--- src/rtl/tdm_spike_encoder_pkg.sv ---
// Shared types and constants for the TDM spike encoder.
//   id_w()        : index width needed to address n neurons
//   ID_W          : index width for the default 500-neuron core
//   DROP_CNT_W    : width of the saturating drop counter
//   spike_event_t : {id, ts} event record at default widths
package tdm_spike_encoder_pkg;

  localparam int NEURON_COUNT_DEF = 500;
  localparam int TS_WIDTH_DEF     = 16;
  localparam int DROP_CNT_W       = 16;

  function automatic int id_w(input int n);
    return (n > 1) ? $clog2(n) : 1;
  endfunction

  localparam int ID_W = id_w(NEURON_COUNT_DEF);

  typedef struct packed {
    logic [ID_W-1:0]         id;
    logic [TS_WIDTH_DEF-1:0] ts;
  } spike_event_t;

endpackage

--- src/rtl/tdm_spike_encoder_if.sv ---
// Write-back beat input and spike event output of the encoder.
//   master : TDM core / downstream side (drives beats, thresh, ev_ready)
//   slave  : encoder side (drives ev_valid, ev_id, ev_ts)
interface tdm_spike_encoder_if #(
  parameter int ID_W       = 9,
  parameter int DATA_WIDTH = 16,
  parameter int TS_WIDTH   = 16
);
  logic                  wb_valid;
  logic [ID_W-1:0]       wb_id;
  logic [DATA_WIDTH-1:0] wb_v;
  logic [DATA_WIDTH-1:0] thresh;
  logic                  ev_valid;
  logic                  ev_ready;
  logic [ID_W-1:0]       ev_id;
  logic [TS_WIDTH-1:0]   ev_ts;

  modport master (output wb_valid, wb_id, wb_v, thresh, ev_ready,
                  input  ev_valid, ev_id, ev_ts);
  modport slave  (input  wb_valid, wb_id, wb_v, thresh, ev_ready,
                  output ev_valid, ev_id, ev_ts);
endinterface

--- src/rtl/tdm_spike_encoder_sync_fifo.sv ---
// First-word-fall-through synchronous FIFO.
//   push_i/wdata_i : write request; accepted when not full, or when full
//                    and a pop happens in the same cycle
//   pop_i          : remove head (ignored when empty)
//   rdata_o        : head entry (valid while !empty_o)
//   full_o/empty_o/level_o : occupancy status
module tdm_spike_encoder_sync_fifo #(
  parameter  int WIDTH = 25,
  parameter  int DEPTH = 16,
  localparam int AW    = $clog2(DEPTH),
  localparam int LW    = AW + 1
) (
  input  logic             clk,
  input  logic             rst,
  input  logic             push_i,
  input  logic [WIDTH-1:0] wdata_i,
  input  logic             pop_i,
  output logic [WIDTH-1:0] rdata_o,
  output logic             full_o,
  output logic             empty_o,
  output logic [LW-1:0]    level_o
);
  logic [WIDTH-1:0] mem_q [DEPTH];
  logic [AW-1:0]    wr_ptr_q, rd_ptr_q;
  logic [LW-1:0]    level_q, level_d;
  logic             wr, rd;

  assign full_o  = (level_q == LW'(DEPTH));
  assign empty_o = (level_q == '0);
  assign rd      = pop_i & ~empty_o;
  assign wr      = push_i & (~full_o | rd);
  assign rdata_o = mem_q[rd_ptr_q];
  assign level_o = level_q;

  always_comb begin
    level_d = level_q;
    case ({wr, rd})
      2'b10:   level_d = level_q + 1'b1;
      2'b01:   level_d = level_q - 1'b1;
      default: level_d = level_q;
    endcase
  end

  // Storage is not reset; the head is only observed while non-empty.
  always_ff @(posedge clk)
    if (wr) mem_q[wr_ptr_q] <= wdata_i;

  always_ff @(posedge clk) begin
    if (rst) begin
      wr_ptr_q <= '0;
      rd_ptr_q <= '0;
      level_q  <= '0;
    end else begin
      if (wr) wr_ptr_q <= wr_ptr_q + 1'b1;
      if (rd) rd_ptr_q <= rd_ptr_q + 1'b1;
      level_q <= level_d;
    end
  end
endmodule

--- src/rtl/tdm_spike_encoder.sv ---
// Spike encoder on the TDM neuron write-back stream.
// Flags upward threshold crossings per neuron, stamps them with the sweep
// count and queues {id, ts} events for a valid/ready consumer.
//   clk, rst   : clock, synchronous active-high reset
//   bus        : write-back beats in, spike events out (slave modport)
//   timestep   : completed-sweep count
//   drop_count : events lost to a full queue (saturating)
//   fifo_level : queued events
module tdm_spike_encoder
  import tdm_spike_encoder_pkg::*;
#(
  parameter  int NEURON_COUNT = 500,
  parameter  int DATA_WIDTH   = 16,
  parameter  int TS_WIDTH     = 16,
  parameter  int FIFO_DEPTH   = 16,
  localparam int NID_W        = id_w(NEURON_COUNT),
  localparam int LVL_W        = $clog2(FIFO_DEPTH) + 1
) (
  input  logic                  clk,
  input  logic                  rst,
  tdm_spike_encoder_if.slave    bus,
  output logic [TS_WIDTH-1:0]   timestep,
  output logic [DROP_CNT_W-1:0] drop_count,
  output logic [LVL_W-1:0]      fifo_level
);
  typedef struct packed {
    logic [NID_W-1:0]    id;
    logic [TS_WIDTH-1:0] ts;
  } ev_t;

  logic [NEURON_COUNT-1:0] above_q;
  logic                    spike_q;
  ev_t                     det_q, head;
  logic [TS_WIDTH-1:0]     ts_q;
  logic [DROP_CNT_W-1:0]   drop_q;
  logic                    beat_ok, last_beat, above_now, spike;
  logic                    fifo_full, fifo_empty, pop, drop;

  // Out-of-range ids are dropped before touching any state.
  assign beat_ok   = bus.wb_valid && (32'(bus.wb_id) < NEURON_COUNT);
  assign last_beat = beat_ok && (32'(bus.wb_id) == NEURON_COUNT - 1);
  assign above_now = $signed(bus.wb_v) >= $signed(bus.thresh);
  assign spike     = beat_ok & above_now & ~above_q[bus.wb_id];

  assign pop  = bus.ev_ready & ~fifo_empty;
  assign drop = spike_q & fifo_full & ~pop;

  always_ff @(posedge clk) begin
    if (rst) begin
      above_q <= '0;
      spike_q <= 1'b0;
      det_q   <= '0;
      ts_q    <= '0;
      drop_q  <= '0;
    end else begin
      if (beat_ok) above_q[bus.wb_id] <= above_now;
      spike_q  <= spike;
      det_q.id <= bus.wb_id;
      det_q.ts <= ts_q;           // pre-increment value for the last beat
      if (last_beat) ts_q <= ts_q + 1'b1;
      if (drop && drop_q != '1) drop_q <= drop_q + 1'b1;
    end
  end

  tdm_spike_encoder_sync_fifo #(.WIDTH($bits(ev_t)), .DEPTH(FIFO_DEPTH)) u_fifo (
    .clk     (clk),
    .rst     (rst),
    .push_i  (spike_q),
    .wdata_i (det_q),
    .pop_i   (pop),
    .rdata_o (head),
    .full_o  (fifo_full),
    .empty_o (fifo_empty),
    .level_o (fifo_level)
  );

  // Head is masked to zero when empty so the outputs never show stale storage.
  assign bus.ev_valid = ~fifo_empty;
  assign bus.ev_id    = fifo_empty ? '0 : head.id;
  assign bus.ev_ts    = fifo_empty ? '0 : head.ts;
  assign timestep     = ts_q;
  assign drop_count   = drop_q;
endmodule

--- src/flat_wrapper.sv ---
// flat-port wrapper written by rule: the top's interface ports become plain ports
module tdm_spike_encoder_flat import tdm_spike_encoder_pkg::*;
#(
  parameter  int NEURON_COUNT = 500,
  parameter  int DATA_WIDTH   = 16,
  parameter  int TS_WIDTH     = 16,
  parameter  int FIFO_DEPTH   = 16,
  localparam int NID_W        = id_w(NEURON_COUNT),
  localparam int LVL_W        = $clog2(FIFO_DEPTH) + 1
)
  (clk, rst, timestep, drop_count, fifo_level, bus_wb_valid, bus_wb_id, bus_wb_v, bus_thresh, bus_ev_ready, bus_ev_valid, bus_ev_id, bus_ev_ts);
  tdm_spike_encoder_if #(.ID_W(9), .DATA_WIDTH(DATA_WIDTH), .TS_WIDTH(TS_WIDTH)) bus_i ();
  input  logic clk;
  input  logic rst;
  output logic [TS_WIDTH-1:0] timestep;
  output logic [DROP_CNT_W-1:0] drop_count;
  output logic [LVL_W-1:0] fifo_level;
  input wire logic [$bits(bus_i.wb_valid)-1:0] bus_wb_valid;
  input wire logic [$bits(bus_i.wb_id)-1:0] bus_wb_id;
  input wire logic [$bits(bus_i.wb_v)-1:0] bus_wb_v;
  input wire logic [$bits(bus_i.thresh)-1:0] bus_thresh;
  input wire logic [$bits(bus_i.ev_ready)-1:0] bus_ev_ready;
  output wire logic [$bits(bus_i.ev_valid)-1:0] bus_ev_valid;
  output wire logic [$bits(bus_i.ev_id)-1:0] bus_ev_id;
  output wire logic [$bits(bus_i.ev_ts)-1:0] bus_ev_ts;
  assign bus_i.wb_valid = bus_wb_valid;
  assign bus_i.wb_id = bus_wb_id;
  assign bus_i.wb_v = bus_wb_v;
  assign bus_i.thresh = bus_thresh;
  assign bus_i.ev_ready = bus_ev_ready;
  assign bus_ev_valid = bus_i.ev_valid;
  assign bus_ev_id = bus_i.ev_id;
  assign bus_ev_ts = bus_i.ev_ts;
  tdm_spike_encoder #(.NEURON_COUNT(NEURON_COUNT), .DATA_WIDTH(DATA_WIDTH), .TS_WIDTH(TS_WIDTH), .FIFO_DEPTH(FIFO_DEPTH)) u_core (.clk(clk), .rst(rst), .bus(bus_i), .timestep(timestep), .drop_count(drop_count), .fifo_level(fifo_level));
endmodule
--- config.mk ---
export PLATFORM = sky130hd
export DESIGN_NAME = tdm_spike_encoder_flat
export DESIGN_NICKNAME = d
export VERILOG_FILES = /design/src/rtl/tdm_spike_encoder_pkg.sv /design/src/rtl/tdm_spike_encoder_if.sv /design/src/rtl/tdm_spike_encoder_sync_fifo.sv /design/src/rtl/tdm_spike_encoder.sv /design/src/flat_wrapper.sv
export SDC_FILE = /design/constraint.sdc
export NUM_CORES = 1
export LEC_CHECK = 0
export ABC_AREA = 1
export BUFFER_PORTS_ARGS = -buffer_cell sky130_fd_sc_hd__clkbuf_2
export CORE_MARGIN = 5
export CORE_UTILIZATION = 35
export CTS_CLUSTER_DIAMETER = 80
export DETAILED_ROUTE_END_ITERATION = 10
export HOLD_SLACK_MARGIN = 0.08
export PLACE_DENSITY_LB_ADDON = 0.1
export SLEW_MARGIN = 20
export SYNTH_ARGS = -nofsm -noshare
export SYNTH_HDL_FRONTEND = slang
export SYNTH_HIERARCHICAL = 1
export SYNTH_SLANG_ARGS = --single-unit
--- constraint.sdc ---
create_clock -name clk -period 6.3 [get_ports clk]
set_clock_uncertainty 0.15 [all_clocks]
set_input_delay 0.315 -clock clk [delete_from_list [all_inputs] [get_ports clk]]
set_output_delay 0.315 -clock clk [all_outputs]
set_load 0.02 [all_outputs]
Yosys cells after proc, flatten, opt, wreduce, memory -nomap -nowiden:

Memories as Yosys holds them, arrays and structs flattened. A register that Yosys moved wholly into a read port is not among the register bits.
Index checks and enable logic that the tools add are counted.

* add/sub/neg operators: 6
* bitwise logic cells: 12
* reduce and logical (&&, ||, !) cells: 6
* equal/unequal tests: 5
* mux-type cells: 12
* order comparisons: 4

Operators with widths (number)
* $bwmux 500: 1
* $add 16x1->16 const B: 2
* $ge 16x16->1: 1
* $mux 16: 1
* $ne 16x16->1 const B: 1
* $lt 9x10->1 const B: 1
* $pmux 5 s2: 1
* $bmux 1 s9: 1
* $demux 1 s9: 1
* $eq 9x9->1 const B: 1
* $ge 9x1->1 const B: 1
* $lt 9x9->1 const B: 1
* $mux 9: 1
* $add 4x1->4 const B: 2
* $mux 4: 2
* $and 1x1->1: 7
* $add 5x1->5 const B: 1
* $eq 5x5->1 const B: 1
* $logic_not 5->1: 1
* $sub 5x1->5 const B: 1
* $logic_and 1x1->1: 4
* $mux 1: 4
* $not 1->1: 4
* $eq 2x1->1 const B: 1
* 3 further kinds: 3

* register bits: 571
* output and inout bits: 63
* memories kept: 1
* bits in writable memories: 400

Memories
* u_core.u_fifo.mem_q: words 16, width 25, read ports 1, clocked after memory_dff 1, write ports 1, RTL line tdm_spike_encoder_sync_fifo.sv:23 `logic [WIDTH-1:0] mem_q [DEPTH];`

Logic depth before layout (Yosys ltp):

* depth after elaboration: 8
* depth in mapped cells: 18
* gate-level depth less buffers: 17

By module:

Netlist, hierarchy kept.

By module, submodules not included
* tdm_spike_encoder: instances 1, cells an instance 4791, area each 29609.6 µm²
* tdm_spike_encoder_sync_fifo: instances 1, cells an instance 1395, area each 17231.5 µm²

Worst setup path before layout:

No wires, ideal clock.

* kind: register to register
* start: register u_core.u_fifo.level_q[0], in the netlist u_core/u_fifo/level_o[0]
* end: memory u_core.u_fifo.mem_q[11][0], enable pin
* arrival: 2.601 ns
* slack: 3.143 ns
* clock period less this slack: 3.157 ns
* stages on the path, launching flop included: 10
* buffers on the path: 1
* path through: dfxtp_1 > nor2_2 > nand3_1 > inv_1 > buf_2 > nor2_1 > nor2_1 > nor2_2 > nand2_1 > nor2_1

* longest elaborated chain between the ends: 8
* elaborated cells between the ends (all ways): 10
* those cells by class: eq/ne: 1; mux: 2; bitwise: 6; reduce/logical: 1

Ends and longest elaborated chain
* from (decl): RTL line tdm_spike_encoder_sync_fifo.sv:25 `logic [LW-1:0] level_q, level_d;`
* from (signal assigned): RTL line tdm_spike_encoder_sync_fifo.sv:56 `level_q <= level_d;`
* $logic_not 5->1: RTL line tdm_spike_encoder_sync_fifo.sv:29 `assign empty_o = (level_q == '0);`
* net u_core.fifo_empty: RTL line tdm_spike_encoder.sv:37 `logic fifo_full, fifo_empty, pop, drop;`
* $not 1->1: RTL line tdm_spike_encoder.sv:45 `assign pop = bus.ev_ready & ~fifo_empty;`
* $and 1x1->1: RTL line tdm_spike_encoder.sv:45
* net u_core.pop: RTL line tdm_spike_encoder.sv:37
* $and 1x1->1: RTL line tdm_spike_encoder_sync_fifo.sv:30 `assign rd = pop_i & ~empty_o;`
* $or 1x1->1: RTL line tdm_spike_encoder_sync_fifo.sv:31 `assign wr = push_i & (~full_o | rd);`
* $and 1x1->1: RTL line tdm_spike_encoder_sync_fifo.sv:31
* $mux 1: RTL line tdm_spike_encoder_sync_fifo.sv:46 `if (wr) mem_q[wr_ptr_q] <= wdata_i;`
* $mux 1 (not written as such): RTL line tdm_spike_encoder_sync_fifo.sv:46
* to (decl): RTL line tdm_spike_encoder_sync_fifo.sv:23

The timed path passes the listed nets, and every way through them passes these cells.

==> flow_summary.ini <==
[timing]
fin_tns_setup_ps = 0
min_period_ps = 3800
clock.fmax_ghz = 0.263
hold_viol_final = 0
slew_viol_final = 0
relSlewSlack = 0.238
setup_slack_ps = 2500
worstMarginPinSlew_ps = 1140
finalCritPeriodShare = 0.604
rsz0062_at_grt = no
setup_violations = 0

[critical_path]
cp.arrival_ps = 3340
crit_path_end_kind = output port
path_class = register to output port
cp_slowest_cell = dfxtp_2
r2r_setup_slack_ps = 2680
rr_endpoint = u_core/u_fifo/mem_q[11][15]
critPathMaxStageDelay_ps = 750
r2r-start = u_core/u_fifo/level_o[0]
worstPathCellList = inv_2 -> buf_4 -> nand3_1 -> nand3_1 -> nand2_1 -> inv_1 -> nor2_1 -> clkbuf_2
critPathRequiredTime_ps = 5830
critical_path.max_fanout = 30
path_common_cell = nand3_1
r2r_cells = 10
cp-start-kind = register

[floorplan]
ios = 108
core_um2 = 133000
initial_core_util = 0.351
rows = 134
die_h_um = 376
die_x_um = 376
die_area_um2 = 141000

[yosys]
syn-cell-area_um2 = 46800
yosysUniqueCellTypes = 47
yosysWarnings = 6
ys.flop_type = dfxtp_1
synth_edf_count = 400
yosys.area.top_type_share = 0.256
netlist_instances = 6186
yosys-top-cells-area = edfxtp_1 (26%), dfxtp_1 (25%), nand2_1 (11%)
async_flop_share = 0
synth_nets = 6258
ys_seq_area_frac = 0.502
ys_seq_elements = 975
synth_area_leader_cell = edfxtp_1
syn_avg_cell_area_um2 = 7.57

[cts]
clk_pin_slew_ps = 60
cts_buffers = 113
clock_latency_ps = 740
cts_tree = done
root_buffer = clkbuf_16
cts_max_level = 3
clock_path_buffers = 3
cts-resized-gates = 0
cts.sinks = 975

[placement]
place.port_buffers = 107
placed_cells = 7800
gp_congestion = 0.785
hpwlAfterDp_mm = 82.8
dp_slack_ps = 2160

[global_route]
track_usage = 0.203
grt_max_degree = 182
grt_pass1_vias = 35489
antenna_found_initial = 8
grt-ovfl-total = 0
grt_pass1_wl_mm = 222

[power_and_ir_drop]
swShare = 0.294
p_sw_mw = 4.70
seq_power_share = 0.420
irDropWorstVdd_mv = 0.245
leakage_nw = 23.0
p_comb_frac = 0.158
internal_power_mw = 11.3
power_density_nw_per_um2 = 303
clkPwrFrac = 0.422

[finish]
final_nets = 6228
syn2layout_area_growth_pct = 12.6
final_cell_count_no_fill = 8019
fillers = 13780
drive_gt1_frac = 0.0735

[min_path]
whs_path_depth = 3
hold_end = u_core/det_q[18]
min_path_type = input pin to register
min_from = bus_wb_id[2]

[route]
drt_first_pass_iters = 5
drcViolationCount = 0
ant_nets = 0
viasPerCell = 4.77
vias = 38226
drt_wl_total_mm = 147
drtIter0Drc = 2730
drt-wirelength-per-cell_um = 18.3

[job]
maxCapViolCount = 0

[run_status]
outcome = finished, final reports clean
## worst max-delay path: cells and delay by family, from the launching register on
family / cells / cell delay [ps]
buffers and inverters: 4 / 1170
DFF: 1 / 750
and+or+nand+nor: 4 / 650
## how the worst max path moves through the flow
stage | to | slack [ps]
floorplan | u_core/u_fifo/mem_q[11][0] | 3140
global placement | u_core/above_q[210] | 2170
detailed placement | u_core/above_q[322] | 2160
CTS | bus_ev_id[5] | 2390
global route | bus_ev_ts[0] | 2230
finish | bus_ev_id[5] | 2500
## metal layers
metal,vias to the layer above,track usage,part of all wire
li1,19534,-,-
met1,17834,0.263,0.45
met2,645,0.357,0.49
met4,2,0.0553,0.028
met5,-,0,0.000061
met3,211,0.0244,0.033
## stage by stage
| stage | power, mW | hold WS (ps) | instance area (µm²) | utilization |
|---|---|---|---|---|
| 2_1_floorplan | 8.68 | 234 | 46800 | - |
| 3_3_place_gp | 9.41 | 315 | 48800 | 0.366 |
| 3_5_place_dp | 9.41 | 315 | 48800 | 0.366 |
| 4_1_cts | 16.2 | 88.9 | 52800 | 0.396 |
| 5_1_grt | 16.7 | 159 | 52800 | 0.396 |
| 6_report | 16.0 | 170 | 52800 | 0.396 |
## Yosys cell counts (8+ instances only)
cell         n
nand2_1   1434
inv_1     1260
a21oi_1    616
dfxtp_1    575
o21ai_0    421
edfxtp_1   400
nor2_1     363
o21ai_1    333
nand3_1    173
clkbuf_1   145
o211ai_1   100
buf_2       90
buf_1       54
buf_6       35
nor3_4      28
ha_1        26
o22ai_1     24
a22oi_1     16
inv_2       12
nor3_1      12
buf_4        8
nand4_1      8
nor2_2       8
## placed cells by master, fill, tap and decap left out, drive strengths merged, types with 9 or more instances in the layout
master	netlist	routed
nand3	173	173
clkbuf	146	274
edfxtp	400	400
inv	1272	1274
a22oi	16	16
nand4	9	9
dfxtp	575	575
ha	26	26
bufinv	0	11
a21oi	617	617
o211ai	100	100
nor2	375	375
dlygate4sd3	0	9
o22ai	24	24
buf	190	77
o21ai	754	754
clkinv	2	27
nand2	1440	1440
nor3	45	45
## kinds of logic after synthesis
group / after synthesis / synth area share
AND/OR/NAND/NOR: 2051 / 0.181
buffers and inverters: 1610 / 0.139
AO/OA/AOI/OAI: 1518 / 0.170
flip-flops: 975 / 0.502
adder cells (fa/ha/maj): 27 / 0.00737
XOR/XNOR: 5 / 0.000935
## power groups by stage
stage	registers [mW]	logic (mW)	clock network (mW)
6_report	6.71	2.53	6.75
5_1_grt	6.72	2.82	7.20
4_1_cts	6.71	2.58	6.95
3_5_place_dp	6.85	2.57	0
3_3_place_gp	6.85	2.57	0
2_1_floorplan	6.77	1.91	0
## state kept, by name (all words and copies together) (netlist names), named ones only
| name | cells |
|---|---|
| u_core/drop_count | 16 |
| u_core/spike_q | 1 |
| u_core/u_fifo/wr_ptr_q | 4 |
| u_core/u_fifo/mem_q | 400 |
| u_core/timestep | 16 |
| u_core/det_q | 25 |
| u_core/u_fifo/level_o | 5 |
| u_core/u_fifo/rd_ptr_q | 4 |
| u_core/above_q | 500 |
## cell type report
cell class	instances	area [µm²]	area share
Clock inverter	39	569	0.0108
Sequential cell	975	23500	0.446
Tap cell	1768	2210	0.0419
Antenna cell	2	5.00	0.0000949
Clock buffer	169	3260	0.0618
Inverter	1274	4800	0.0909
Timing Repair Buffer	191	1290	0.0245
Multi-Input combinational cell	3601	17100	0.324
## repair_timing
item / in CTS / in global routing
hold buffers: 9 / 0
setup buffers: 0 / 0
endpoints found under the hold margin: 103 / 0
Power figures use the tool's default switching activity.
